### src/rtl/toysram_16x12_ctl.sv
// Port controller for one 16x12 toysram subarray: a timed write sequencer
// (setup / pulse / hold) and two independent, fully pipelined read ports.
module toysram_16x12_ctl #(
    parameter int unsigned WR_SETUP = 1,
    parameter int unsigned WR_PULSE = 1,
    parameter int unsigned WR_HOLD  = 1
) (
    input  logic        clk,
    input  logic        reset,
    input  logic        wr_val,
    output logic        wr_rdy,
    input  logic [0:3]  wr_adr,
    input  logic [0:11] wr_dat,
    output logic        wr_done,
    input  logic        rd0_val,
    input  logic [0:3]  rd0_adr,
    output logic [0:11] rd0_dat,
    output logic        rd0_dat_val,
    output logic        rd0_coll,
    input  logic        rd1_val,
    input  logic [0:3]  rd1_adr,
    output logic [0:11] rd1_dat,
    output logic        rd1_dat_val,
    output logic        rd1_coll,
    output logic [0:15] RWL0,
    output logic [0:15] RWL1,
    output logic [0:15] WWL,
    output logic [0:11] WBL,
    output logic [0:11] WBLb,
    input  logic [0:11] RBL0,
    input  logic [0:11] RBL1
);

    typedef enum logic [1:0] {StIdle, StSetup, StPulse, StHold} wr_state_e;

    wr_state_e   state_q;
    logic [2:0]  cnt_q;
    logic [0:3]  adr_q;
    logic [0:15] wwl_q;
    logic [0:11] wbl_q;
    logic [0:11] wblb_q;
    logic        done_q;

    logic [0:15] rwl0_q, rwl1_q;
    logic [0:11] rd0_dat_q, rd1_dat_q;
    logic        rd0_val_q, rd1_val_q;
    logic        rd0_coll_q, rd1_coll_q;

    function automatic logic [0:15] row_dec(input logic [0:3] a);
        logic [0:15] r;
        r    = '0;
        r[a] = 1'b1;
        return r;
    endfunction

    always_ff @(posedge clk or posedge reset) begin
        if (reset) begin
            state_q <= StIdle;
            cnt_q   <= '0;
            adr_q   <= '0;
            wwl_q   <= '0;
            wbl_q   <= '0;
            wblb_q  <= '0;
            done_q  <= 1'b0;
        end else begin
            unique case (state_q)
                StIdle: begin
                    done_q <= 1'b0;
                    if (wr_val) begin
                        state_q <= StSetup;
                        cnt_q   <= 3'(WR_SETUP - 1);
                        adr_q   <= wr_adr;
                        wbl_q   <= wr_dat;
                        wblb_q  <= ~wr_dat;
                    end
                end
                StSetup: begin
                    if (cnt_q == 3'd0) begin
                        state_q <= StPulse;
                        cnt_q   <= 3'(WR_PULSE - 1);
                        wwl_q   <= row_dec(adr_q);
                    end else begin
                        cnt_q <= cnt_q - 3'd1;
                    end
                end
                StPulse: begin
                    if (cnt_q == 3'd0) begin
                        state_q <= StHold;
                        cnt_q   <= 3'(WR_HOLD - 1);
                        wwl_q   <= '0;
                        done_q  <= (WR_HOLD == 1);
                    end else begin
                        cnt_q <= cnt_q - 3'd1;
                    end
                end
                StHold: begin
                    if (cnt_q == 3'd0) begin
                        // Release the bit lines as the array returns to idle.
                        state_q <= StIdle;
                        wbl_q   <= '0;
                        wblb_q  <= '0;
                        done_q  <= 1'b0;
                    end else begin
                        cnt_q  <= cnt_q - 3'd1;
                        done_q <= (cnt_q == 3'd1);
                    end
                end
                default: state_q <= StIdle;
            endcase
        end
    end

    // Read pipeline: decode word line in T+1, capture bit lines at its end.
    always_ff @(posedge clk or posedge reset) begin
        if (reset) begin
            rwl0_q     <= '0;
            rwl1_q     <= '0;
            rd0_dat_q  <= '0;
            rd1_dat_q  <= '0;
            rd0_val_q  <= 1'b0;
            rd1_val_q  <= 1'b0;
            rd0_coll_q <= 1'b0;
            rd1_coll_q <= 1'b0;
        end else begin
            rwl0_q     <= rd0_val ? row_dec(rd0_adr) : '0;
            rwl1_q     <= rd1_val ? row_dec(rd1_adr) : '0;
            rd0_val_q  <= |rwl0_q;
            rd1_val_q  <= |rwl1_q;
            rd0_coll_q <= |(rwl0_q & wwl_q);
            rd1_coll_q <= |(rwl1_q & wwl_q);
            if (|rwl0_q) rd0_dat_q <= RBL0;
            if (|rwl1_q) rd1_dat_q <= RBL1;
        end
    end

    assign wr_rdy      = (state_q == StIdle) && !reset;
    assign wr_done     = done_q;
    assign WWL         = wwl_q;
    assign WBL         = wbl_q;
    assign WBLb        = wblb_q;
    assign RWL0        = rwl0_q;
    assign RWL1        = rwl1_q;
    assign rd0_dat     = rd0_dat_q;
    assign rd1_dat     = rd1_dat_q;
    assign rd0_dat_val = rd0_val_q;
    assign rd1_dat_val = rd1_val_q;
    assign rd0_coll    = rd0_coll_q;
    assign rd1_coll    = rd1_coll_q;

endmodule

### config.mk
export PLATFORM = sky130hd
export DESIGN_NAME = toysram_16x12_ctl
export DESIGN_NICKNAME = d
export VERILOG_FILES = /design/src/rtl/toysram_16x12_ctl.sv
export SDC_FILE = /design/constraint.sdc
export NUM_CORES = 1
export LEC_CHECK = 0
export CAP_MARGIN = 30
export CORE_MARGIN = 8
export CORE_UTILIZATION = 49
export CTS_CLUSTER_SIZE = 8
export DETAILED_ROUTE_END_ITERATION = 6
export PLACE_DENSITY_LB_ADDON = 0.3
export SETUP_SLACK_MARGIN = 0.3
export SYNTH_ARGS = -nofsm -noshare
export SYNTH_HDL_FRONTEND = slang
export SYNTH_SLANG_ARGS = --single-unit
### constraint.sdc
create_clock -name clk -period 10 [get_ports clk]
set_input_delay 3 -clock clk [delete_from_list [all_inputs] [get_ports clk]]
set_output_delay 3 -clock clk [all_outputs]
set_load 0.03 [all_outputs]
==> results of run 1 <==
power breakdown:
part | switching (uW) | internal [uW]
Combinational | 465 | 424
Clock | 155 | 110
Sequential | 101 | 564
Total | 721 | 1100
synthesized netlist by cell type, drive strengths merged:
cell type	instances	area, um^2
mux2	69	777
ha	8	100
or3	1	6.26
o2111ai	1	8.76
o22ai	2	12.5
nor2b	15	96.3
nand2b	8	57.6
a21oi	2	10.0
o211ai	2	15.0
a22o	8	70.1
nor4b	1	8.76
nor3	11	55.1
or3b	2	17.5
nand2	5	18.8
nor4	8	50.1
mux2i	2	20.0
nand3	2	10.0
nor3b	4	30.0
and3b	4	35.0
and2b	1	8.76
clkbuf	5	18.8
nand3b	5	37.5
nor2	46	173
o21a	1	7.51
a221oi	9	78.8
buf	8	58.8
nand4	4	25.0
a211oi	1	20.0
dfrtp	110	2750
inv	7	26.3
registers in the layout, summed over array words and instances, names as in the netlist:
signal and cells:
WBL 12, adr_q 4, cnt_q 3, RWL1 16, rd1_dat 12, rd0_dat 12
RWL0 16, wr_done 1, rd0_dat_val 1, rd1_coll 1, WBLb 12, WWL 16
rd0_coll 1, rd1_dat_val 1, state_q 2
worst max-delay path: cells and delay by family:
family / cells / cell delay (ns)
buf+inv: 2 / 1.14
simple gates: 1 / 0.11
final cells by class:
type                    instances  area [um^2]  area share [%]
clock inverters                 5         48.8           0.756
clock buffers                  11          151            2.34
repair buffers                157         1590            24.6
well taps                     111          139            2.15
multi-input cells             222         1750            27.1
inverters                       7         28.8           0.446
flip-flops and latches        110         2750            42.6
cells by family after synthesis:
group	Yosys count
buffers and inverters	20
DFF	110
AOI/OAI and AO/OA	26
muxes	71
and+or+nand+nor	117
adders and majority gates	8
path summary, 6_finish.rpt:
kind / start / to / slack (ns)
setup / recovery: reset / wr_rdy / 2.75
min in group asynchronous: reset / rd1_dat[1] / 3.07
setup reg to reg: cnt_q[0] / WWL[12] / 7.83
hold / removal: rd0_dat[2] / rd0_dat[2] / 0.51
hold reg to reg: rd0_dat[2] / rd0_dat[2] / 0.51
max in group asynchronous: reset / RWL0[2] / 5.72
cells in the final DEF, fill, tap and decap left out, types with 2 or more instances in the layout:
cell and count:
nor3b_1 4, nand4_1 4, nand3b_1 5, o22ai_1 2
inv_8 2, mux2i_1 2, clkdlybuf4s50_1 154, nor2_1 46
clkinv_4 2, nand2_1 5, nor3_1 11, ha_1 8
or3b_2 2, and3b_1 4, inv_1 6, nand2b_1 7
nor2b_1 14, nor4_1 8, a22o_1 8, a221oi_1 9
clkbuf_8 11, nand3_1 2, o211ai_1 2, a21oi_1 2
dfrtp_1 110, mux2_2 69
stage by stage:
stage	power (uW)	hold WS [ns]	setup slack, ns	utilization, %	area [um^2]
after detailed placement	1560	0.495	2.74	67.8	6230
after global routing	1910	0.528	2.71	70.2	6460
after CTS	1820	0.518	2.73	70.0	6430
after global placement	1530	0.488	2.75	67.6	6220
final	1820	0.513	2.75	70.2	6460
after floorplan	1240	0.532	3.60	-	4610
metal layers:
layer | part of all wire (%) | up-vias
li1 | - | 1561
met2 | 49 | 122
met5 | 0 | -
met3 | 8.3 | 11
met1 | 41 | 1664
met4 | 1.2 | 0
==> metrics list, run 1 <==
- Result of the run: complete, no violations
- Adder-cell area share of the yosys netlist: 2.17%
* Post-synthesis instance total: 352
* Area fraction in compound gates after synthesis: 4.84%
* Average via count per standard cell: 5.39
* Last weighted congestion value of the routability-driven placer: 0.845
* Resize count post-CTS: 0
- Across the run, the number of max-cap violations was 0.
* Achievable frequency: 138 MHz
- Inserted Clock Buffers: 9
- Core outline area: 9200 um^2
- Number of placement rows: 35
* Sequential area share after synthesis: 59.8%
* Clock Skew: 0.0144 ns
- Met1 Resource Use GR: 22.5%
- Average detailed-routed wire length per instance: 19.1 um
- Global routing used 32.4% of the available met2 tracks.
- Detailed placement ended at an HPWL of 9170 um.
* Clock transition time at the flip-flop clock pins of the worst setup and hold paths: 0.10 ns
- The worst pin sits at a relative slew slack of 47.7%.
* Data arrival at the endpoint of the critical path: 4.25 ns
* Most frequent cell on the critical path: clkdlybuf4s50_1
- Starting Density: 50.1%
* Leak: 0.00281 uW
- The initial antenna violation count came to 0.
- Warning count from the yosys run: 0
- The finished layout holds 623 standard cells, fillers aside.
* Hold/Removal Path Class: flip-flop to flip-flop
* Cell count after placement: 606
- Global routing usage summed across all routing layers: 19.3%
- Basic-gate share of the synthesized area counting and, or, nand and nor cells: 13.7%
* Clock H-tree levels: 3
- For the worst-skew pair, the clock arrives at the later sink with an insertion delay of 0.37 ns.
- Clock tree buffer depth: 2
- By startpoint and endpoint, the worst setup path is classified as input pin to output port.
* Flop and latch count out of synthesis: 110
- After the last flow step, the layout net total stands at 568.
- Buffers added to address setup during post-CTS repair amount to 0.
* Kind of start point of the critical path: input pin
- Number of hold-slack violations in the final timing report: 0
* Setup Total Neg Slack: 0 ns
* PD cells: 281 nW/um^2
* Post-layout min period: 7.25 ns
* Xor/xnor share of the synthesized area: 0%
* Post-route antenna net violation count: 0
- Type of element capturing the critical path: output port
- CTS placed an instance of clkbuf_8 at the clock tree root.
- Met3 demand-to-capacity share in global routing: 6.71%
* DIE AREA: 12800 um^2
* Routed vias: 3358
- The number of nets in the synthesized netlist is 413.
* Final count of pins violating max slew: 0
* Remaining global-route overflow: 0
- Cell variety after synth: 33
- Setup repair after global routing left no endpoint under its margin.
- Netlist area before placement: 4610 um^2
- Global routing's busiest layer: met2
* Hold Path Depth: 1
- In this run the horizontal extent of the chip is 113 um.
- The filler cells instantiated in the layout total 673.
- Worst Max-Slew Pin Slew: 0.784 ns
- Syn-to-layout area delta: 40.2%
* Mux cell area share after synthesis: 17.3%
- Ratio of cells with drive above 1 in the final layout: 18.6%
- After synthesis, the largest family of logic cells by area is multiplexers.
* CP Max Fanout: 2
- Total length of routed wires: 11900 um
- Entering global routing, the biggest net connects 66 pins.
* TritonCTS clock tree: done
- During I/O placement, the number of pins put on the boundary was 155.
* Crit path largest cell delay: 0.68 ns
- The clock net in this run drives a total of 110 sinks.
* Max stage delay cell, worst path: clkdlybuf4s50_1
- The critical path goes through clkdlybuf4s50_1, nor2_1, clkdlybuf4s50_1.
- Initial DRT Pass Iterations: 4
* Overall die height: 113 um
- In this run, post-CTS hold repair placed 0 buffers.
- After detailed routing, the number of remaining DRC violations is 0.
- After the first detailed-routing iteration, the DRC count stood at 164.
- Setup violations remaining at the end of the flow were counted as 0.
* Number of cells traversed by the worst register-to-register path: 5
- Avg Inst Size Synth: 13.1 um^2
* Number of global-route vias before repair: 3615
- In the finished design, the share of the clock period the worst path needs comes to 72.5%.
- During placement, the flow inserted port buffers numbering 154.
- Data on the critical path is required at its endpoint by 7.00 ns.
- The first global-routing pass estimated 19300 um of wire.
- Count of antenna diodes in the layout: 0
* Highest ir drop seen on vdd: 142 uV
No activity file was read; power rests on OpenSTA's default activity.
==> run 2: changes to the inputs <==
--- a/config.mk
+++ b/config.mk
@@ -7,7 +7,7 @@
 export LEC_CHECK = 0
 export CAP_MARGIN = 30
 export CORE_MARGIN = 8
-export CORE_UTILIZATION = 49
+export CORE_UTILIZATION = 41
 export CTS_CLUSTER_SIZE = 8
 export DETAILED_ROUTE_END_ITERATION = 6
 export PLACE_DENSITY_LB_ADDON = 0.3
==> constraint.sdc (replaced) <==
create_clock -name clk -period 6.5 [get_ports clk]
set_input_delay 1.95 -clock clk [delete_from_list [all_inputs] [get_ports clk]]
set_output_delay 1.95 -clock clk [all_outputs]
set_load 0.03 [all_outputs]
==> run 2 against run 1 <==
First-iteration DRC count up 6.1%. Power up 53%. Count of clock-buffer cells in the layout unchanged. Sequential cell count unchanged. Critical path type unchanged. Largest cell class unchanged.
==> metrics list, run 2 (same netlist as run 1, synthesis figures left out) <==
* Result of the run: complete, no violations (unchanged)
- The worst-margin pin slew was 0.807 ns (was 0.784 ns).
* Root buffer selected by CTS: clkbuf_8 (unchanged)
* Final-stage net count: 568 (unchanged)
* Last weighted congestion value of the routability-driven placer: 0.919 (was 0.845)
- The fraction of layout instances using a drive strength above 1 was 18.4% (was 18.6%).
* Final count of pins violating max slew: 0 (unchanged)
- Unrepaired setup endpoints after global routing: no (unchanged)
- The number of cells after detailed placement came to 635 (was 606).
* TritonCTS clock tree: done (unchanged)
* Total DRC errors in the routed layout: 0 (unchanged)
- Post-Place Setup Slack: 1.34 ns (was 2.74 ns)
- For this run, the top clock speed supported by timing is 194 MHz.
- The slack of the critical path was 1.35 ns (was 2.75 ns).
- The endpoint of the worst-slack reg-to-reg timing path is WWL[15] (was WWL[12]).
* Clock Skew: 0.0114 ns (was 0.0144 ns)
- The worst relative slew slack came to 46.0% (was 47.7%).
* Leading cell type in the layout, fill and taps excluded: clkdlybuf4s50_1 (unchanged)
- The highest fanout seen on the critical path was 2 (unchanged).
- The cell leakage power is 0.00279 uW (was 0.00281 uW).
- Global-route met2 utilization: 26.0% (was 32.4%)
* Post-layout min period: 5.15 ns
* Average detailed-routed wire length per instance: 18.8 um (was 19.1 um)
- The H-tree depth came to 3 (unchanged).
- The total core area is 10900 um^2 (was 9200 um^2).
- The count of hold buffers inserted by post-cts repair is 0 (unchanged).
- The initial DRC count was 174 (was 164).
- The number of clock sinks is 110 (unchanged).
* Routed vias: 3412 (was 3358)
- The data required time at the worst endpoint came to 4.55 ns (was 7.00 ns).
- The maximum ir drop on the vdd rail was 281 uV (was 142 uV).
- The final standard cell count with taps included and fillers excluded is 652 (was 623).
- The synthesis-to-layout area growth is 40.4% (was 40.2%).
- Resize count post-CTS: 0 (unchanged)
- Global routing usage summed across all routing layers: 16.7% (was 19.3%)
* Setup Total Neg Slack: 0 ns (unchanged)
- Highest-count cells in the layout ignoring fill and taps: 154 x clkdlybuf4s50_1, 110 x dfrtp_1, 69 x mux2_2, 46 x nor2_1, 14 x nor2b_1 (unchanged)
* Initial DRT Pass Iterations: 4 (unchanged)
* Number of cells traversed by the worst register-to-register path: 5 (unchanged)
- Count of final setup violators: 0 (unchanged)
* Quantity of I/O buffers inserted on ports: 154 (unchanged)
* Number of placement rows: 38 (was 35)
- Crit Path Category: input pin to output port (unchanged)
- Remaining global-route overflow: 0 (unchanged)
- The width of the chip came to 122 um (was 113 um).
- The number of CTS-inserted buffers was 9 (unchanged).
* Number of max-cap violations: 0 (unchanged)
- PD cells: 429 nW/um^2 (was 281 nW/um^2)
- The routing usage on met1 is 20.7% (was 22.5%).
* Hold path startpoint: rd1_dat[5] (was rd0_dat[2])
- The launching element type of the critical path was an input pin (unchanged).
- Antenna violations before repair: 0 (unchanged)
* Average via count per standard cell: 5.23 (was 5.39)
* Starting Density: 42.3% (was 50.1%)
- The signal arrival time at the worst endpoint was 3.20 ns (was 4.25 ns).
* Number of setup buffers added after CTS: 0 (unchanged)
- Wire length of the first global-routing pass: 19400 um (was 19300 um)
- Post-route antenna net violation count: 0 (unchanged)
- The flop-to-flop setup slack was 4.37 ns (was 7.83 ns).
- The origin of the critical flop-to-flop path is cnt_q[0] (unchanged).
- Period Utilization, post-route: 79.3%
- Count of antenna diodes in the layout: 0 (unchanged)
- Hold/Removal Path Class: flip-flop to flip-flop (unchanged)
- The cell count of the worst hold path is 1 (unchanged).
* Skew-Pair Late Insertion Delay: 0.36 ns (was 0.37 ns)
* Terminating pin of the worst hold path: rd1_dat[5] (was rd0_dat[2])
* Type of element capturing the critical path: output port (unchanged)
* Clock transition time at the flip-flop clock pins of the worst setup and hold paths: 0.10 ns (about the same)
- Pin count of the biggest net entering global routing: 63 (was 66)
- Overall die height: 122 um (was 113 um)
- The global routing usage on met3 was 6.62% (was 6.71%).
* Number of top-level pins: 155 (unchanged)
* Number of global-route vias before repair: 3651 (was 3615)
- Number of hold-slack violations in the final timing report: 0 (unchanged)
* DIE AREA: 14900 um^2 (was 12800 um^2)
- Global routing's busiest layer: met2 (unchanged)
* Half-perimeter wire length of the detailed placement result: 9330 um (was 9170 um)
* Total length of routed wires: 12300 um (was 11900 um)
- The buffer depth of the longest clock path was 2 (unchanged).
-- run 2: final cells by class --
class                   count  area [um^2]
clock buffers              11          141
flip-flops and latches    110         2750
clock inverters             5         38.8
repair buffers            157         1580
inverters                   7         28.8
fillers                   912         4420
well taps                 140          175
multi-input cells         222         1750
-- run 2: layer usage --
| layer | vias up | part of all wire, % |
|---|---|---|
| met2 | 157 | 45 |
| met5 | - | 0 |
| met4 | 0 | 1.7 |
| li1 | 1549 | - |
| met3 | 17 | 11 |
| met1 | 1689 | 42 |
-- run 2: report_power, final --
group,leakage [uW],total [uW],switching [uW],internal [uW]
Sequential,0.00142,1030,162,868
Combinational,0.00129,1360,713,647
Clock,0.0000907,385,231,154
-- run 2: through the flow --
stage	power (uW)	area [um^2]	hold WS, ns	util (%)
4_1_cts	2800	6450	0.519	59.2
3_3_place_gp	2360	6250	0.487	57.4
5_1_grt	2930	6460	0.534	59.4
2_1_floorplan	1910	4610	0.532	-
6_report	2770	6460	0.515	59.4
3_5_place_dp	2410	6270	0.494	57.6
-- run 2: worst max-delay path: stages --
cell and delay, ns:
clkdlybuf4s50_1 0.46, nor2_1 0.11, clkdlybuf4s50_1 0.68
-- run 2: how the worst max path moves through the flow --
stage	slack [ns]	to	startpoint
2_1_floorplan	1.65	RWL0[0]	reset
4_1_cts	1.34	wr_rdy	reset
5_1_grt	1.30	wr_rdy	reset
3_3_place_gp	1.35	wr_rdy	reset
3_5_place_dp	1.34	wr_rdy	reset
6_report	1.35	wr_rdy	reset
==> run 3: changes to the inputs <==
==> constraint.sdc (replaced) <==
create_clock -name clk -period 4.4 [get_ports clk]
set_input_delay 1.32 -clock clk [delete_from_list [all_inputs] [get_ports clk]]
set_output_delay 1.32 -clock clk [all_outputs]
set_load 0.03 [all_outputs]
==> run 3 against run 2 <==
Routed wire length increased by 0.82%. Clock skew decreased by 0.00092 ns. Die area unchanged. Via count decreased by 0.53%. Sequential power increased by 48%. Critical path type unchanged. Largest power group unchanged. Highest routed layer unchanged.
==> metrics list, run 3 (same netlist as run 1, synthesis figures left out) <==
* M1 wire length: 5300 um (was 5210 um)
- Leading cell type in the layout, fill and taps excluded: clkdlybuf4s50_1 (unchanged)
- Final-stage net count: 569 (was 568)
- Remaining global-route overflow: 0 (unchanged)
- Met2 wire length: 5650 um (was 5500 um)
* Non-filler instance count after layout: 652 (unchanged)
- Hold/Removal Path Class: flip-flop to flip-flop (unchanged)
* Worst Max-Slew Pin Slew: 0.827 ns (was 0.807 ns)
- The number of global-route vias before repair was 3636 (was 3651).
- Kind of start point of the critical path: input pin (unchanged)
- Post-layout min period: 3.89 ns
- The initial DRC count came to 186 (was 174).
- The final-report setup violation count was 0 (unchanged).
- Final non-filler cell area: 6500 um^2 (was 6460 um^2)
- The uppermost layer routed is met4 (unchanged).
* Register-to-register setup slack: 2.26 ns (was 4.37 ns)
- Derived from the worst setup path, the maximum achievable clock frequency is 257 MHz.
* Resize count post-CTS: 0 (unchanged)
- Routed vias: 3394 (was 3412)
* Horizontal die dimension: 122 um (unchanged)
- The highest fanout seen on the critical path was 2 (unchanged).
- The final critical path takes up 88.5% of the cycle.
* Highest-count cells in the layout ignoring fill and taps: 154 x clkdlybuf4s50_1, 110 x dfrtp_1, 69 x mux2_2, 46 x nor2_1, 14 x nor2b_1 (unchanged)
- The count of inserted antenna diode cells came to 0 (unchanged).
- The first-pass GRT wire length was 19400 um (about the same).
* Antenna violations before repair: 0 (unchanged)
- Data required time at the worst endpoint: 3.08 ns (was 4.55 ns)
- Global routing usage summed across all routing layers: 16.5% (was 16.7%)
* Number of setup buffers added after CTS: 0 (unchanged)
* Setup Total Neg Slack: 0 ns (unchanged)
- The floorplan die area is 14900 um^2 (unchanged).
* Result of the run: complete, no violations (unchanged)
* Highest ir drop seen on vdd: 328 uV (was 281 uV)
* Hold_buf cts: 0 (unchanged)
- Final count of pins violating max slew: 0 (unchanged)
- Post-route antenna net violation count: 0 (unchanged)
* Total length of routed wires: 12400 um (was 12300 um)
* Number of cells traversed by the worst register-to-register path: 5 (unchanged)
- The number of clock sinks was 110 (unchanged).
* Clock Skew: 0.0105 ns (was 0.0114 ns)
- The type of element capturing the critical path was an output port (unchanged).
- The endpoint with the worst hold slack was WBL[10] (was rd1_dat[5]).
- Last weighted congestion value of the routability-driven placer: 0.876 (was 0.919)
- The initial cell density of the core is 42.3% (unchanged).
- The power density relative to cell area is 634 nW/um^2 (was 429 nW/um^2).
- The detailed-placement wirelength estimate came to 9370 um (was 9330 um).
- TritonCTS clock tree: done (unchanged)
* Skew-Pair Late Insertion Delay: 0.36 ns (about the same)
- Clock tree buffer depth: 2 (unchanged)
- The type of the setup path with the least slack is input pin to output port (unchanged).
- The signal arrival time at the worst endpoint was 2.57 ns (was 3.20 ns).
- Clock H-tree levels: 3 (unchanged)
* Leak: 0.00280 uW (was 0.00279 uW)
- The cell count of the worst hold path was 1 (unchanged).
- The total core area came to 10900 um^2 (unchanged).
- Inserted Clock Buffers: 9 (unchanged)
* Syn-to-layout area delta: 41.2% (was 40.4%)
- The post-CTS clock slew at the launch and capture registers of the worst setup and hold paths was 0.09 ns (was 0.10 ns).
* Average detailed-routed wire length per instance: 19.0 um (was 18.8 um)
* Total DRC errors in the routed layout: 0 (unchanged)
- The count of input and output buffers came to 154 (unchanged).
- The endpoint of the worst-slack reg-to-reg timing path was WWL[3] (was WWL[15]).
- The cell area after placement was 6280 um^2 (was 6270 um^2).
* Slew headroom: 44.8% (was 46.0%)
* Number of hold-slack violations in the final timing report: 0 (unchanged)
- Ratio of cells with drive above 1 in the final layout: 18.2% (was 18.4%)
* Unrepaired setup endpoints after global routing: no (unchanged)
- The startpoint of the worst hold path was WBL[10] (was rd1_dat[5]).
* Met3 layer wire length in the routed design: 1300 um (was 1340 um)
* Overall power: 4120 uW (was 2770 uW)
- The root cell of the clock tree was clkbuf_8 (unchanged).
- The number of rows created at floorplan came to 38 (unchanged).
- The number of cells after detailed placement was 636 (was 635).
* Start of the worst register-to-register path: cnt_q[0] (unchanged)
- Core occupancy in the finished layout: 59.7% (was 59.4%)
* Number of max-cap violations: 0 (unchanged)
- Overall die height: 122 um (unchanged)
* Number of top-level pins: 155 (unchanged)
* Average via count per standard cell: 5.21 (was 5.23)
- The total iterations of the first detailed-routing run came to 4 (unchanged).
- Number of filler instances in the final layout: 886 (was 912)
- The largest net degree at the start of global routing came to 48 (was 63).
-- run 3: changes by cell type in the layout (fill, tap and decap cells not counted), sizes merged --
cell	delta
clkbuf	+1
clkinv	-1
inv	-4
buf	+1
clkinvlp	+2
bufinv	+1
-- run 3: metal layers --
metal  global-route usage (%)  vias up
met5                        0        -
met1                     20.8     1681
met2                     25.7      149
li1                         -     1554
met4                     3.62        0
met3                     7.31       10
-- run 3: cell type report --
type / count / area (um^2) / area share, %
clock inverter: 3 / 45.0 / 0.693
inverter: 7 / 30.0 / 0.462
multi-input combinational: 222 / 1750 / 26.9
timing repair buffer: 158 / 1600 / 24.7
sequential: 110 / 2750 / 42.3
clock buffer: 12 / 145 / 2.23
tap: 140 / 175 / 2.69
-- run 3: worst max-delay path: stages --
cell             delay (ns)
clkdlybuf4s50_1        0.47
nor2_1                 0.11
clkdlybuf4s50_1        0.68
-- run 3: worst max-delay path by stage --
stage | start | endpoint | slack, ns | cells after the start
6_report | reset | wr_rdy | 0.51 | 3
2_1_floorplan | reset | wr_rdy | 1.36 | 1
5_1_grt | reset | wr_rdy | 0.48 | 3
3_3_place_gp | reset | wr_rdy | 0.52 | 3
3_5_place_dp | reset | wr_rdy | 0.51 | 3
4_1_cts | reset | wr_rdy | 0.51 | 3
-- run 3: through the flow --
stage / hold WS, ns / worst slack (ns)
floorplan: 0.532 / 1.36
global placement: 0.489 / 0.515
detailed placement: 0.495 / 0.512
CTS: 0.518 / 0.505
global route: 0.528 / 0.482
finish: 0.513 / 0.505
-- run 3: report_power, final --
part	switching (uW)	internal, uW
registers	242	1280
logic	1050	956
clock network	315	277
total	1610	2510
